### config.mk
export PLATFORM = sky130hd
export DESIGN_NAME = router_ctrl
export DESIGN_NICKNAME = d
export VERILOG_FILES = /design/src/rtl/router_pkg.sv /design/src/rtl/router_rr_arb.sv /design/src/rtl/router_ctrl.sv
export SDC_FILE = /design/constraint.sdc
export NUM_CORES = 1
export LEC_CHECK = 0
export ABC_AREA = 1
export CELL_PAD_IN_SITES_DETAIL_PLACEMENT = 0
export CELL_PAD_IN_SITES_GLOBAL_PLACEMENT = 1
export CORE_ASPECT_RATIO = 2
export CORE_MARGIN = 1
export CORE_UTILIZATION = 38
export DETAILED_ROUTE_END_ITERATION = 10
export HOLD_SLACK_MARGIN = 0.06
export PLACE_DENSITY_LB_ADDON = 0.25
export SLEW_MARGIN = 10
export SYNTH_ARGS = -nofsm -noshare
export SYNTH_HDL_FRONTEND = slang
export SYNTH_SLANG_ARGS = --single-unit
### constraint.sdc
create_clock -name clk -period 2.4 [get_ports clk]
set_input_delay 0.36 -clock clk [delete_from_list [all_inputs] [get_ports clk]]
set_output_delay 0.36 -clock clk [all_outputs]
set_load 0.005 [all_outputs]
### src/rtl/router_pkg.sv
// -----------------------------------------------------------------------------
// router_pkg
// Shared definitions for the 4-slot router payload store control path.
//   - NUM_DEST / DEST_W      : number of destination slots and index width
//   - packet field positions : dest [1:0], type [3:2], payload [11:4]
//   - PKT_TYPE_INVALID       : type code that marks a packet as undeliverable
//   - wr_state_t             : write-side FSM state encoding
//   - dest_onehot()          : binary slot index -> one-hot slot mask
// -----------------------------------------------------------------------------
package router_pkg;

  localparam int NUM_DEST = 4;

  // Packet field positions inside the generator's packet word.
  localparam int PKT_DEST_LSB    = 0;
  localparam int PKT_DEST_MSB    = 1;
  localparam int PKT_TYPE_LSB    = 2;
  localparam int PKT_TYPE_MSB    = 3;
  localparam int PKT_PAYLOAD_LSB = 4;
  localparam int PKT_PAYLOAD_MSB = 11;

  localparam int DEST_W = PKT_DEST_MSB - PKT_DEST_LSB + 1;

  localparam logic [PKT_TYPE_MSB-PKT_TYPE_LSB:0] PKT_TYPE_INVALID = 2'b11;

  localparam int DROP_CNT_W = 8;
  localparam int WAIT_CNT_W = 8;

  typedef enum logic [2:0] {
    ST_IDLE  = 3'd0,
    ST_CHECK = 3'd1,
    ST_WAIT  = 3'd2,
    ST_WRITE = 3'd3,
    ST_DROP  = 3'd4
  } wr_state_t;

  function automatic logic [NUM_DEST-1:0] dest_onehot(input logic [DEST_W-1:0] idx);
    dest_onehot      = '0;
    dest_onehot[idx] = 1'b1;
  endfunction

endpackage

### src/rtl/router_rr_arb.sv
// -----------------------------------------------------------------------------
// router_rr_arb
// Four-way round-robin arbiter for the read (drain) side of the payload store.
// Search starts at the slot after the last granted one; the pointer resets to
// the highest index so slot 0 has first priority out of reset.
//
// Ports:
//   clk      in   system clock
//   rst      in   asynchronous, active-low reset
//   i_req    in   [NUM_DEST-1:0] eligible requests (already masked by occupancy)
//   o_grant  out  [NUM_DEST-1:0] one-hot grant, combinational
//   o_sel    out  [DEST_W-1:0]   binary index of o_grant, 0 when no grant
// -----------------------------------------------------------------------------
module router_rr_arb
  import router_pkg::*;
(
  input  logic                clk,
  input  logic                rst,
  input  logic [NUM_DEST-1:0] i_req,
  output logic [NUM_DEST-1:0] o_grant,
  output logic [DEST_W-1:0]   o_sel
);

  logic [DEST_W-1:0]   r_ptr;
  logic [NUM_DEST-1:0] w_rot_req;
  logic [NUM_DEST-1:0] w_grant;
  logic [DEST_W-1:0]   w_sel;
  logic                w_hit;

  // Rotate the request vector so bit 0 is the slot right after the pointer;
  // a plain lowest-bit-first scan of w_rot_req then gives round-robin order.
  for (genvar gi = 0; gi < NUM_DEST; gi++) begin : g_rot
    assign w_rot_req[gi] = i_req[r_ptr + DEST_W'(gi + 1)];
  end

  always_comb begin
    w_grant = '0;
    w_sel   = '0;
    w_hit   = 1'b0;
    for (int k = 0; k < NUM_DEST; k++) begin
      if (!w_hit && w_rot_req[k]) begin
        w_hit = 1'b1;
        w_sel = r_ptr + DEST_W'(k + 1);
      end
    end
    if (w_hit) begin
      w_grant = dest_onehot(w_sel);
    end
  end

  // Pointer only moves when a grant is actually issued.
  always_ff @(posedge clk or negedge rst) begin
    if (!rst) begin
      r_ptr <= DEST_W'(NUM_DEST - 1);
    end else if (w_hit) begin
      r_ptr <= w_sel;
    end
  end

  assign o_grant = w_grant;
  assign o_sel   = w_sel;

endmodule

### src/rtl/router_ctrl.sv
// -----------------------------------------------------------------------------
// router_ctrl
// Control block for the 4-slot router payload store. The write FSM accepts one
// packet at a time from the generator, drops invalid-type packets, writes valid
// ones into their destination slot when it is empty, and waits a bounded time
// for an occupied slot to drain before dropping. The read side round-robin
// arbitrates drain requests and frees slots as they are read; both sides act
// independently in the same cycle.
//
// Ports:
//   clk           in   system clock
//   rst           in   asynchronous, active-low reset
//   pkt_valid     in   generator presents a packet (held until pkt_ready)
//   pkt_ready     out  packet consumed this cycle (written or dropped)
//   dest_addr     in   [1:0] destination slot of the presented packet
//   valid_packet  in   0 when the packet type field is the invalid code
//   write_en      out  store payload into slot dest_addr this cycle
//   rd_req        in   [3:0] per-slot drain requests
//   rd_valid      out  [3:0] slot occupancy flags
//   rd_grant      out  [3:0] one-hot read grant (combinational)
//   rd_sel        out  [1:0] binary index of rd_grant, 0 when idle
//   drop_cnt      out  [7:0] saturating count of dropped packets
// -----------------------------------------------------------------------------
module router_ctrl
  import router_pkg::*;
#(
  parameter int WAIT_MAX = 16
) (
  input  logic                  clk,
  input  logic                  rst,
  input  logic                  pkt_valid,
  output logic                  pkt_ready,
  input  logic [DEST_W-1:0]     dest_addr,
  input  logic                  valid_packet,
  output logic                  write_en,
  input  logic [NUM_DEST-1:0]   rd_req,
  output logic [NUM_DEST-1:0]   rd_valid,
  output logic [NUM_DEST-1:0]   rd_grant,
  output logic [DEST_W-1:0]     rd_sel,
  output logic [DROP_CNT_W-1:0] drop_cnt
);

  localparam logic [WAIT_CNT_W-1:0] WAIT_LAST = WAIT_CNT_W'(WAIT_MAX - 1);
  localparam logic [DROP_CNT_W-1:0] DROP_SAT  = '1;

  wr_state_t             r_state;
  logic [WAIT_CNT_W-1:0] r_wait_cnt;
  logic                  r_write_en;
  logic                  r_pkt_ready;
  logic [DROP_CNT_W-1:0] r_drop_cnt;
  logic [NUM_DEST-1:0]   r_rd_valid;

  logic [NUM_DEST-1:0]   w_eligible;
  logic [NUM_DEST-1:0]   w_grant;
  logic [DEST_W-1:0]     w_sel;
  logic [NUM_DEST-1:0]   w_set;
  logic                  w_slot_free;

  // ---------------------------------------------------------------------------
  // Read arbitration
  // ---------------------------------------------------------------------------
  assign w_eligible = rd_req & r_rd_valid;

  router_rr_arb u_rr_arb (
    .clk     (clk),
    .rst     (rst),
    .i_req   (w_eligible),
    .o_grant (w_grant),
    .o_sel   (w_sel)
  );

  // A slot being read this cycle is empty at the next edge, so a waiting
  // packet can go straight to WRITE without an extra idle cycle.
  assign w_slot_free = ~r_rd_valid[dest_addr] | w_grant[dest_addr];

  // ---------------------------------------------------------------------------
  // Write FSM. write_en / pkt_ready are registered alongside the state update
  // so they are exactly "state == WRITE" / "state in {WRITE, DROP}".
  // ---------------------------------------------------------------------------
  always_ff @(posedge clk or negedge rst) begin
    if (!rst) begin
      r_state     <= ST_IDLE;
      r_wait_cnt  <= '0;
      r_write_en  <= 1'b0;
      r_pkt_ready <= 1'b0;
      r_drop_cnt  <= '0;
    end else begin
      r_write_en  <= 1'b0;
      r_pkt_ready <= 1'b0;
      case (r_state)
        ST_IDLE: begin
          if (pkt_valid) begin
            r_state <= ST_CHECK;
          end
        end

        ST_CHECK: begin
          if (!valid_packet) begin
            r_state     <= ST_DROP;
            r_pkt_ready <= 1'b1;
          end else if (!r_rd_valid[dest_addr]) begin
            r_state     <= ST_WRITE;
            r_write_en  <= 1'b1;
            r_pkt_ready <= 1'b1;
          end else begin
            r_state    <= ST_WAIT;
            r_wait_cnt <= '0;
          end
        end

        ST_WAIT: begin
          if (w_slot_free) begin
            r_state     <= ST_WRITE;
            r_write_en  <= 1'b1;
            r_pkt_ready <= 1'b1;
          end else if (r_wait_cnt == WAIT_LAST) begin
            r_state     <= ST_DROP;
            r_pkt_ready <= 1'b1;
          end else begin
            r_wait_cnt <= r_wait_cnt + 1'b1;
          end
        end

        ST_WRITE: begin
          r_state <= ST_IDLE;
        end

        ST_DROP: begin
          r_state <= ST_IDLE;
          if (r_drop_cnt != DROP_SAT) begin
            r_drop_cnt <= r_drop_cnt + 1'b1;
          end
        end

        default: begin
          r_state <= ST_IDLE;
        end
      endcase
    end
  end

  // ---------------------------------------------------------------------------
  // Occupancy flags. Writes only target empty slots, so set and clear of the
  // same bit never coincide; clear is applied last regardless.
  // ---------------------------------------------------------------------------
  assign w_set = r_write_en ? dest_onehot(dest_addr) : '0;

  always_ff @(posedge clk or negedge rst) begin
    if (!rst) begin
      r_rd_valid <= '0;
    end else begin
      r_rd_valid <= (r_rd_valid | w_set) & ~w_grant;
    end
  end

  assign pkt_ready = r_pkt_ready;
  assign write_en  = r_write_en;
  assign rd_valid  = r_rd_valid;
  assign rd_grant  = w_grant;
  assign rd_sel    = w_sel;
  assign drop_cnt  = r_drop_cnt;

endmodule

Word level (Yosys, flattened, before mapping)
Index checks and enable logic that the tools add are counted.

Bits in registers: 27. Input bits: 10. Word-level logic and storage cells: 95.

$add $sub $neg: 5. $lt $le $gt $ge: 8. Equality and inequality tests: 11. Muxes and demuxes: 45. Bitwise gates (word level): 6. Reductions and logical operators: 13.

Operators with widths (number): 8-bit 2-to-1 mux (4); 1-bit 2-to-1 mux (19); 2-bit by 3-bit less-than comparator with 1-bit output, second input constant (6); 8-bit by 1-bit adder with 8-bit output, second input constant (2); 8-bit one-hot mux with 2 select lines (1); 1-bit binary-select mux with 2-bit select (6); 3-bit 2-to-1 mux (4); 2-bit != test, second input constant (5); 3-bit one-hot mux with 3 select lines (1); 4-bit AND (2); 8-bit by 4-bit equality test with 1-bit output, second input constant (1); 2-bit 2-to-1 mux (4); 4-bit 2-to-1 mux (2); 8-bit != test, second input constant (1); 1-bit logical AND (5); 5-bit AND reduction (1); 2-bit adder, second input constant (2); 1-bit demux with 2-bit select (2); 2-bit by 1-bit >= comparator with 1-bit output, second input constant (2); 4-bit inverter (1); 4-bit OR (1); 1-bit one-hot mux with 2 select lines (2); 2-bit AND reduction (2); 3-bit by 1-bit equality test with 1-bit output, second input constant (1); other kinds (9) (11).

Depth between registers and ports, before layout
Gate-level depths: netlist (run 1).

Depth after elaboration: 23. Mapped depth: 19. Mapped depth without buffers: 19.

Cells and area by module
From an unflattened synthesis (run 1), not the netlist that was laid out.

Cell total of the unflattened synthesis: 269. Area total of the unflattened synthesis: 1983.2 µm².

By module, submodules not included: router_ctrl (times used 1, cells an instance 196, area each 1498.9 µm², sequential area each 625.6 µm²); router_rr_arb (times used 1, cells an instance 73, area each 484.2 µm², sequential area each 52.6 µm²).

Worst setup path after synthesis (run 1)
No wires, ideal clock.

Kind: flip-flop to flip-flop. Start: register u_rr_arb.r_ptr[0]. End: register r_state[0]. Library setup time: 0.116 ns. Arrival time: 1.929 ns. Required time: 2.284 ns. Path slack: 0.355 ns. Stages on the path, launching flop included: 19. Path buffers: 1. Period minus slack after synthesis: 2.045 ns. Cell sequence: dfstp_2 inv_2 buf_6 nand2_1 nand3_1 nand2_2 nand3_1 nand2_1 nand2_1 nor2_4 nor2_4 nand2_2 nand2_2 inv_2 nand2_4 nand2_8 nand2_4 nor2_2 nor2_2.

Longest elaborated chain between the ends: 23. Elaborated cells between the ends (all ways): 38. Those cells by class: add/sub (3); order compare (2); eq/ne (1); mux (23); bitwise (1); reduce/logical (8).

Ends and longest elaborated chain: start, declared (line router_rr_arb.sv:24) `logic [DEST_W-1:0] r_ptr;`; start signal, assigned (line router_rr_arb.sv:54) `r_ptr <= DEST_W'(NUM_DEST - 1);`; start signal, assigned (line router_rr_arb.sv:56) `r_ptr <= w_sel;`; 2-bit by 1-bit adder with 2-bit output (line router_rr_arb.sv:33, router_rr_arb.sv:43); 1-bit binary-select mux with 2-bit select (line router_rr_arb.sv:33) `assign w_rot_req[gi] = i_req[r_ptr + DEST_W'(gi + 1)];`; 1-bit 2-to-1 mux (not written as such) (line router_rr_arb.sv:33); 1-bit 2-to-1 mux (line router_rr_arb.sv:41) `if (!w_hit && w_rot_req[k]) begin`; 1-bit zero test (line router_rr_arb.sv:41); 1-bit logical AND (line router_rr_arb.sv:41); 1-bit 2-to-1 mux (line router_rr_arb.sv:41); 1-bit zero test (line router_rr_arb.sv:41); (+8 left out); 1-bit demux with 2-bit select; 4-bit 2-to-1 mux * (line router_rr_arb.sv:46) `if (w_hit) begin`; named net rd_grant[1] (line router_ctrl.sv:38) `output logic [NUM_DEST-1:0] rd_grant,`; 1-bit binary-select mux with 2-bit select * (line router_ctrl.sv:74) `assign w_slot_free = ~r_rd_valid[dest_addr] | w_grant[dest_addr];`; 1-bit 2-to-1 mux (not written as such) * (line router_ctrl.sv:74); 1-bit OR * (line router_ctrl.sv:74); 3-bit 2-to-1 mux / 3-bit != test (equally long branches); 3-bit one-hot mux with 3 select lines / 2-bit AND reduction (equally long branches); end signal, assigned (line router_ctrl.sv:93) `r_state <= ST_CHECK;`; end signal, assigned (line router_ctrl.sv:113) `r_state <= ST_WRITE;`; end signal, assigned (line router_ctrl.sv:117) `r_state <= ST_DROP;`; end, declared (line router_ctrl.sv:46) `wr_state_t r_state;`.

Mark *: on every way through the listed nets, which the timed path passes. The rest lies on a longest branch. The select of a mux whose other input is x is not followed. A chain may end at the register's enable or synchronous reset.

Final worst setup path (run 1)
Start: register u_rr_arb.r_ptr[0]. End: register r_state[0].

Longest elaborated chain between the ends: 23. Elaborated cells between the ends (all ways): 38. Those cells by class: add/sub (3); order compare (2); eq/ne (1); mux (23); bitwise (1); reduce/logical (8).

Ends and longest elaborated chain: 2-bit by 1-bit adder with 2-bit output (line router_rr_arb.sv:33, router_rr_arb.sv:43); 1-bit binary-select mux with 2-bit select (line router_rr_arb.sv:33); 1-bit 2-to-1 mux (not written as such) (line router_rr_arb.sv:33); 1-bit 2-to-1 mux (line router_rr_arb.sv:41); 1-bit zero test (line router_rr_arb.sv:41); 1-bit logical AND (line router_rr_arb.sv:41); 1-bit 2-to-1 mux (line router_rr_arb.sv:41); 1-bit zero test (line router_rr_arb.sv:41); (+7 left out); 1-bit 2-to-1 mux (not written as such) (line router_pkg.sv:39) `dest_onehot[idx] = 1'b1;`; 1-bit demux with 2-bit select; 4-bit 2-to-1 mux * (line router_rr_arb.sv:46); 1-bit binary-select mux with 2-bit select * (line router_ctrl.sv:74); 1-bit 2-to-1 mux (not written as such) * (line router_ctrl.sv:74); 1-bit OR * (line router_ctrl.sv:74); 3-bit 2-to-1 mux / 3-bit != test (equally long branches); 3-bit one-hot mux with 3 select lines / 2-bit AND reduction (equally long branches).

Every way passes the cells marked *; elsewhere a longest branch is shown, timed or not. The select of a mux whose other input is x is not followed.

==> results of run 1 <==
## logic make-up (layout without fill, tap and decap cells)
logic type,Yosys count,in the layout,share of synthesized area [%]
DFF,27,27,36.6
xor gates and xnor gates,11,11,5.21
AOI/OAI and AO/OA,10,10,2.97
adders and majority gates,2,2,1.35
and+or+nand+nor,173,174,47.3
buffers and inverters,29,105,6.56
## worst max path at each step
stage	to	slack (ns)	start
floorplan	r_state[0]$_DFFE_PN0P_	0.35	u_rr_arb.r_ptr[0]$_DFFE_PN1N_
global placement	rd_grant[2]	-0.32	rd_req[3]
detailed placement	rd_grant[2]	-0.33	rd_req[2]
CTS	r_wait_cnt[2]$_DFFE_PN0P_	-0.15	u_rr_arb.r_ptr[0]$_DFFE_PN1N_
global route	r_state[0]$_DFFE_PN0P_	-0.30	u_rr_arb.r_ptr[0]$_DFFE_PN1N_
finish	r_state[0]$_DFFE_PN0P_	-0.18	u_rr_arb.r_ptr[0]$_DFFE_PN1N_
## placed cells by master, fill, tap and decap left out
| master | Yosys | final |
|---|---|---|
| sky130_fd_sc_hd__nand2_1 | 75 | 47 |
| sky130_fd_sc_hd__buf_4 | 1 | 29 |
| sky130_fd_sc_hd__dfrtp_1 | 25 | 25 |
| sky130_fd_sc_hd__nand2_2 | 6 | 23 |
| sky130_fd_sc_hd__clkdlybuf4s50_1 | 0 | 23 |
| sky130_fd_sc_hd__inv_1 | 23 | 21 |
| sky130_fd_sc_hd__nand3_1 | 36 | 19 |
| sky130_fd_sc_hd__nor2_1 | 21 | 17 |
| sky130_fd_sc_hd__buf_6 | 1 | 15 |
| sky130_fd_sc_hd__nand3_2 | 5 | 14 |
| sky130_fd_sc_hd__nand2_4 | 3 | 14 |
| sky130_fd_sc_hd__nor2_4 | 3 | 9 |
| sky130_fd_sc_hd__xor2_1 | 9 | 9 |
| sky130_fd_sc_hd__nand3_4 | 0 | 8 |
| sky130_fd_sc_hd__nand4_1 | 7 | 7 |
| sky130_fd_sc_hd__nor3_1 | 8 | 7 |
| sky130_fd_sc_hd__a21oi_1 | 5 | 4 |
| sky130_fd_sc_hd__buf_2 | 1 | 4 |
| sky130_fd_sc_hd__inv_2 | 3 | 3 |
| sky130_fd_sc_hd__nor2_2 | 5 | 3 |
| sky130_fd_sc_hd__o21ai_0 | 3 | 3 |
| sky130_fd_sc_hd__nand2_8 | 2 | 3 |
| sky130_fd_sc_hd__clkbuf_8 | 0 | 3 |
| sky130_fd_sc_hd__buf_12 | 0 | 3 |
| sky130_fd_sc_hd__xnor2_1 | 2 | 2 |
| sky130_fd_sc_hd__ha_1 | 2 | 2 |
| sky130_fd_sc_hd__clkinvlp_4 | 0 | 2 |
| sky130_fd_sc_hd__dfstp_2 | 2 | 2 |
| sky130_fd_sc_hd__inv_6 | 0 | 1 |
| sky130_fd_sc_hd__nor3_2 | 0 | 1 |
| sky130_fd_sc_hd__inv_4 | 0 | 1 |
| sky130_fd_sc_hd__nor3_4 | 1 | 1 |
| sky130_fd_sc_hd__a21oi_2 | 0 | 1 |
| sky130_fd_sc_hd__o211a_1 | 1 | 1 |
| sky130_fd_sc_hd__nor3b_1 | 1 | 1 |
| sky130_fd_sc_hd__o21ai_1 | 1 | 1 |
## power groups by stage
stage | clock network [uW] | registers (uW) | logic (uW)
floorplan | 0 | 716 | 1310
global placement | 0 | 752 | 2500
detailed placement | 0 | 755 | 2500
CTS | 278 | 747 | 3250
global route | 292 | 770 | 4200
finish | 269 | 748 | 3940
## cell usage after synthesis
master,count
sky130_fd_sc_hd__nand2_1,75
sky130_fd_sc_hd__nand3_1,36
sky130_fd_sc_hd__dfrtp_1,25
sky130_fd_sc_hd__inv_1,23
sky130_fd_sc_hd__nor2_1,21
sky130_fd_sc_hd__xor2_1,9
sky130_fd_sc_hd__nor3_1,8
sky130_fd_sc_hd__nand4_1,7
sky130_fd_sc_hd__nand2_2,6
sky130_fd_sc_hd__a21oi_1,5
sky130_fd_sc_hd__nand3_2,5
sky130_fd_sc_hd__nor2_2,5
sky130_fd_sc_hd__inv_2,3
sky130_fd_sc_hd__nand2_4,3
sky130_fd_sc_hd__nor2_4,3
sky130_fd_sc_hd__o21ai_0,3
sky130_fd_sc_hd__dfstp_2,2
sky130_fd_sc_hd__ha_1,2
sky130_fd_sc_hd__nand2_8,2
sky130_fd_sc_hd__xnor2_1,2
sky130_fd_sc_hd__buf_2,1
sky130_fd_sc_hd__buf_4,1
sky130_fd_sc_hd__buf_6,1
sky130_fd_sc_hd__nor3_4,1
sky130_fd_sc_hd__nor3b_1,1
sky130_fd_sc_hd__o211a_1,1
sky130_fd_sc_hd__o21ai_1,1
## sequential cells by signal, indices dropped and copies added (netlist names)
name,flops
r_state,3
r_wait_cnt,8
pkt_ready,1
drop_cnt,8
write_en,1
u_rr_arb.r_ptr,2
rd_valid,4
## metrics by stage
stage,worst slack [ns],std cells,instance area (um2),utilization (%),hold slack (ns)
6_report,-0.184,384,3000,64.5,0.452
5_1_grt,-0.297,384,3000,64.5,0.501
4_1_cts,-0.147,380,2730,58.8,0.456
3_5_place_dp,-0.329,358,2390,51.4,0.500
3_3_place_gp,-0.316,358,2390,51.4,0.494
2_1_floorplan,0.355,252,1850,-,0.0644
## layer usage
layer / wire, um / up-vias / track usage (%)
li1: - / 968 / -
met1: 2000 / 952 / 22.2
met2: 3410 / 37 / 49.4
met3: 82 / 18 / 1.66
met4: 235 / 0 / 9.15
met5: 0 / - / 0
## layout make-up
| cell class | instances | area (um2) |
|---|---|---|
| Fill cell | 408 | 1650 |
| Multi-Input combinational cell | 197 | 1390 |
| Timing Repair Buffer | 74 | 697 |
| Sequential cell | 27 | 678 |
| Inverter | 26 | 105 |
| Tap cell | 55 | 68.8 |
| Clock buffer | 3 | 41.3 |
| Clock inverter | 1 | 7.51 |
| Timing Repair inverter | 1 | 7.51 |
## what timing repair did
| item | in CTS | in global routing |
|---|---|---|
| setup endpoints to repair | 16 | 20 |
| pin swaps | 32 | 38 |
| buffers inserted | 17 | 5 |
| cloned | 2 | 0 |
| resized for setup | 68 | 53 |
==> impl_metrics.yaml, run 1 <==
critical_path:
  critical_path_class: "reg2reg"
  rrSetupSlack_ns: -0.18
  path_max_fanout: 5
  timing.critical_path.depth: 20
  crit_path_cell_trace: "clkinvlp_4 > nand3_2 > nand3_4 > nand2_4 > buf_6 > nand4_1 > nand2_1 > inv_2 > nand2_4 > buf_12 > nor2_4 > buf_6 > nand2_4 > nand2_4 > inv_4 > nand2_8 > nand2_8 > nand2_4 > nor2_4 > nor2_2"
  worstReg2RegEnd: "r_state[0]$_DFFE_PN0P_"
  crit_path_end_kind: "flop"
  timing.critical_path.required_ns: 2.58
  worst-endpoint-arrival_ns: 2.76
  rr_worst_depth: 20
  crit_path_top_delay_cell: "sky130_fd_sc_hd__dfstp_2"
  critPathLaunchType: "flop"
  cp.buffers_inverters: 6
  crit_family: "simple AND/OR/NAND/NOR gates"
  crit_path_frequent_cell: "sky130_fd_sc_hd__nand2_4"
  r2r-start: "u_rr_arb.r_ptr[0]$_DFFE_PN1N_"
  worst_path_largest_cell_delay_ns: 0.63
cells_and_area:
  diodes: 0
  design.final.nets: 342
  flow.area_growth_from_synthesis_pct: 61.9
  proportion_of_layout_cells_with_a_drive_suffix_above_1_pct: 42.6
floorplanning:
  i_o_pin_total: 30
  std_cell_rows: 35
  die_width_um: 51.3
  area_of_the_die_mm2: 0.00517
  placeableCoreArea_mm2: 0.00464
  floorplan.initialDensity_pct: 39.9
  die_height_um: 101
timing:
  relSlewSlack_pct: 61.6
  timing.final.setup_violations: 19
  final_period_minus_worst_setup_slack_ns: 2.58
  timing.fmax_ghz: 0.387
  worst_slew_pin_slew_ns: 0.574
  slew_violations: 0
  grt_setup_unrepaired: "yes"
  hold_viol: 0
  tns_ns: -2.80
  finalWorstSetupSlack_ns: -0.184
  clock_skew_ns: 0.00566
  layout_worst_path_cycle_share_pct: 108
routing:
  drt_iter0_markers: 38
  num_vias: 1975
  total_drc_errors_in_the_routed_layout: 0
  wirelength_mm: 5.73
  antenna_left: 0
  drt-vias-per-instance: 5.14
  firstDrtPassIters: 4
  wire_per_inst_um: 14.9
synthesis:
  synth_area_leaders: "sky130_fd_sc_hd__dfrtp_1, sky130_fd_sc_hd__nand2_1, sky130_fd_sc_hd__nand3_1"
  yosysWarnings: 0
  synth_area_mm2: 0.00185
  synth.avg_cell_area_um2: 7.34
  synth_nets: 264
  synth.largest_area_cell: "sky130_fd_sc_hd__dfrtp_1"
  postSynthRegisterBits: 27
  syn_inst: 252
  yosys.area.top_type_share_pct: 33.8
  yosysSeqAreaShare_pct: 36.6
  post_synth_num_cell_types: 27
outcome:
  status: "finished with violations"
  failed_checks: "setup timing"
clocking:
  clkLatencyLatePin_ns: 0.28
  tritoncts_num_sinks: 27
  clkSlewWorstSetupHoldPaths_ns: 0.10
  root_buffer: "sky130_fd_sc_hd__clkbuf_8"
  cts-root-to-sink-buffers: 2
  htree_num_levels: 1
  number_of_hold_buffers_added_after_cts: 0
  numCtsBuffers: 3
  cts_tree: "done"
power:
  power_density_mw_per_mm2: 1650
  post-layout-total-power_uw: 4960
  pwr-share-comb_pct: 79.5
  netSwitchingPower_uw: 2280
  intPower_uw: 2680
  vdd_drop_max_mv: 1.16
  share_clk_of_total_power_pct: 5.4
  power.static_leakage_uw: 0.00142
  seq_power_share_pct: 15.1
  netSwitchingFraction_pct: 46.0
placement:
  port_buffers: 29
  dp_hpwl_mm: 3.91
  place_congestion: 0.803
hold_path:
  worst_hold_path_type: "in2async"
job:
  cap_viol_max_count: 0
global_routing:
  antenna_found_initial: 0
  grt_start_max_net_pins: 28
  grt_overflow_total: 0
  grt_first_pass_wirelength_mm: 9.16
  grt_util_all_layers_pct: 23.7
  grt_pass1_vias: 2046
Note: power is estimated with default switching activity, not from simulation.
==> inputs of run 2 (changes only) <==
CORE_MARGIN = 5   (was 1)
CTS_BUF_LIST = sky130_fd_sc_hd__clkbuf_16   (was unset)
==> run 2 against run 1 <==
Against the previous run:
- the run still ends with setup timing left
- wire length increased by 6.8%
- register-to-register slack got worse by 0.096 ns
- highest routed layer unchanged
- clock skew fell by 0.0032 ns
- worst setup slack lost 0.15 ns
- global-route usage is 5.2 points lower
- worst hold slack better by 0.023 ns
- die area increased by 25%
- count of clock-buffer cells in the layout stayed put
==> impl_metrics.yaml, run 2 (synthesis gave the netlist of run 1 again) <==
outcome:
  status: "finished with violations"
  failed_checks: "setup timing"
routing:
  top_signal_layer_used: "met4"
  route.layer.met1.wl_mm: 2.08
  wire_per_inst_um: 15.8
  drt_iter0_markers: 117
  routed-wl-met3_um: 106
  num_vias: 1973
  firstDrtPassIters: 4
  wirelength_mm: 6.11
  met2RoutedLength_mm: 3.75
  drt-vias-per-instance: 5.11
  antenna_left: 0
  total_drc_errors_in_the_routed_layout: 0
clocking:
  tritoncts_num_sinks: 27
  cts_tree: "done"
  clkLatencyLatePin_ns: 0.26
  numCtsBuffers: 3
  htree_num_levels: 1
  clkSlewWorstSetupHoldPaths_ns: 0.07
  number_of_hold_buffers_added_after_cts: 0
  root_buffer: "sky130_fd_sc_hd__clkbuf_16"
  cts-root-to-sink-buffers: 2
cells_and_area:
  most-common-layout-cells: "sky130_fd_sc_hd__nand2_1, sky130_fd_sc_hd__nand2_2, sky130_fd_sc_hd__dfrtp_1, sky130_fd_sc_hd__buf_4, sky130_fd_sc_hd__clkdlybuf4s50_1"
  design.final.nets: 342
  proportion_of_layout_cells_with_a_drive_suffix_above_1_pct: 41.3
  postLayoutCellArea_mm2: 0.00300
  flow.area_growth_from_synthesis_pct: 61.9
  finish.utilization_pct: 62.2
  diodes: 0
  layout_commonest_cell: "sky130_fd_sc_hd__nand2_1"
global_routing:
  grt_overflow_total: 0
  grt_util_all_layers_pct: 18.5
  antenna_found_initial: 0
  grt_start_max_net_pins: 28
  grt_first_pass_wirelength_mm: 9.09
  grt_pass1_vias: 2066
critical_path:
  cp.buffers_inverters: 4
  worst_path_largest_cell_delay_ns: 0.67
  timing.critical_path.required_ns: 2.04
  rrSetupSlack_ns: -0.28
  crit_family: "simple AND/OR/NAND/NOR gates"
  critical_path_class: "reg2out"
  crit_path_end_kind: "output port"
  path_max_fanout: 6
  crit_path_frequent_cell: "sky130_fd_sc_hd__nand2_4"
  crit_path_cell_trace: "clkinvlp_4 > nand3_2 > nand3_2 > nand2_4 > buf_4 > nand2_4 > nor2_4 > nand3_4 > nand2_4 > inv_1 > nor2_2 > buf_2"
  critPathLaunchType: "flop"
  crit_path_top_delay_cell: "sky130_fd_sc_hd__dfstp_2"
  worst-endpoint-arrival_ns: 2.38
placement:
  cell_area_after_placement_mm2: 0.00237
  dp_hpwl_mm: 4.08
  place_congestion: 0.919
  port_buffers: 29
floorplanning:
  floorplan.initialDensity_pct: 38.4
  area_of_the_die_mm2: 0.00645
  die_height_um: 109
  placeableCoreArea_mm2: 0.00482
  i_o_pin_total: 30
  die_width_um: 59.3
  std_cell_rows: 36
power:
  vdd_drop_max_mv: 1.16
  power.static_leakage_uw: 0.00143
  post-layout-total-power_uw: 4950
  power_density_mw_per_mm2: 1650
timing:
  grt_setup_unrepaired: "yes"
  final_period_minus_worst_setup_slack_ns: 2.74
  finalWorstSetupSlack_ns: -0.335
  worst_slew_pin_slew_ns: 0.551
  timing.final.setup_violations: 19
  clock_skew_ns: 0.00243
  relSlewSlack_pct: 63.2
  slew_violations: 0
  layout_worst_path_cycle_share_pct: 114
  timing.fmax_ghz: 0.366
  hold_viol: 0
job:
  cap_viol_max_count: 0
hold_path:
  worst_hold_path_type: "in2async"
[run 2: per-layer routing]
metal  up-vias  global-route usage, %
met2        47                   36.5
met4         0                   10.5
met1       942                   17.3
met5         -                      0
met3        15                   1.54
li1        969                      -
[run 2: path summary, 6_finish.rpt]
path	end	cells past startpoint	from
max	rd_grant[3]	12	u_rr_arb.r_ptr[0]$_DFFE_PN1N_
min	drop_cnt[3]$_DFFE_PN0P_	2	rst
max reg2reg	r_wait_cnt[1]$_DFFE_PN0P_	19	u_rr_arb.r_ptr[0]$_DFFE_PN1N_
min reg2reg	drop_cnt[7]$_DFFE_PN0P_	1	drop_cnt[7]$_DFFE_PN0P_
max in group asynchronous	u_rr_arb.r_ptr[1]$_DFFE_PN1N_	2	rst
min in group clk	drop_cnt[7]$_DFFE_PN0P_	1	drop_cnt[7]$_DFFE_PN0P_
[run 2: power by group]
group	internal (uW)	switching, uW	total (uW)
sequential	589	174	763
combinational	1840	1960	3790
clock	227	165	391
total	2650	2290	4950
[run 2: through the flow]
stage	setup WS [ns]	setup TNS [ns]	cells	hold slack, ns
2_1_floorplan	0.355	0	252	0.0644
3_3_place_gp	-0.317	-4.23	359	0.495
3_5_place_dp	-0.334	-4.27	359	0.495
4_1_cts	-0.198	-2.52	376	0.489
5_1_grt	-0.410	-6.63	386	0.500
6_report	-0.335	-4.75	386	0.475
[run 2: cell type report]
cell class	instances	area, um2
fill	432	1820
tap	57	71.3
timing repair inverter	1	7.51
sequential	27	678
clock inverter	1	7.51
multi-input combinational	197	1370
clock buffer	3	75.1
inverter	26	100
timing repair buffer	74	686
[run 2: worst reg2reg max path: cells and delay by family (launching register included)]
kind                   cells  cell delay, ns
and+or+nand+nor           15            1.37
DFF                        1            0.67
buffers and inverters      4            0.58
[run 2: timing repair]
item,in CTS,in global routing
buffers inserted,11,13
endpoints found under the hold margin,0,0
endpoints found under the setup margin,16,19
pin swaps,25,36
cloned,2,0
gates resized for setup,77,45
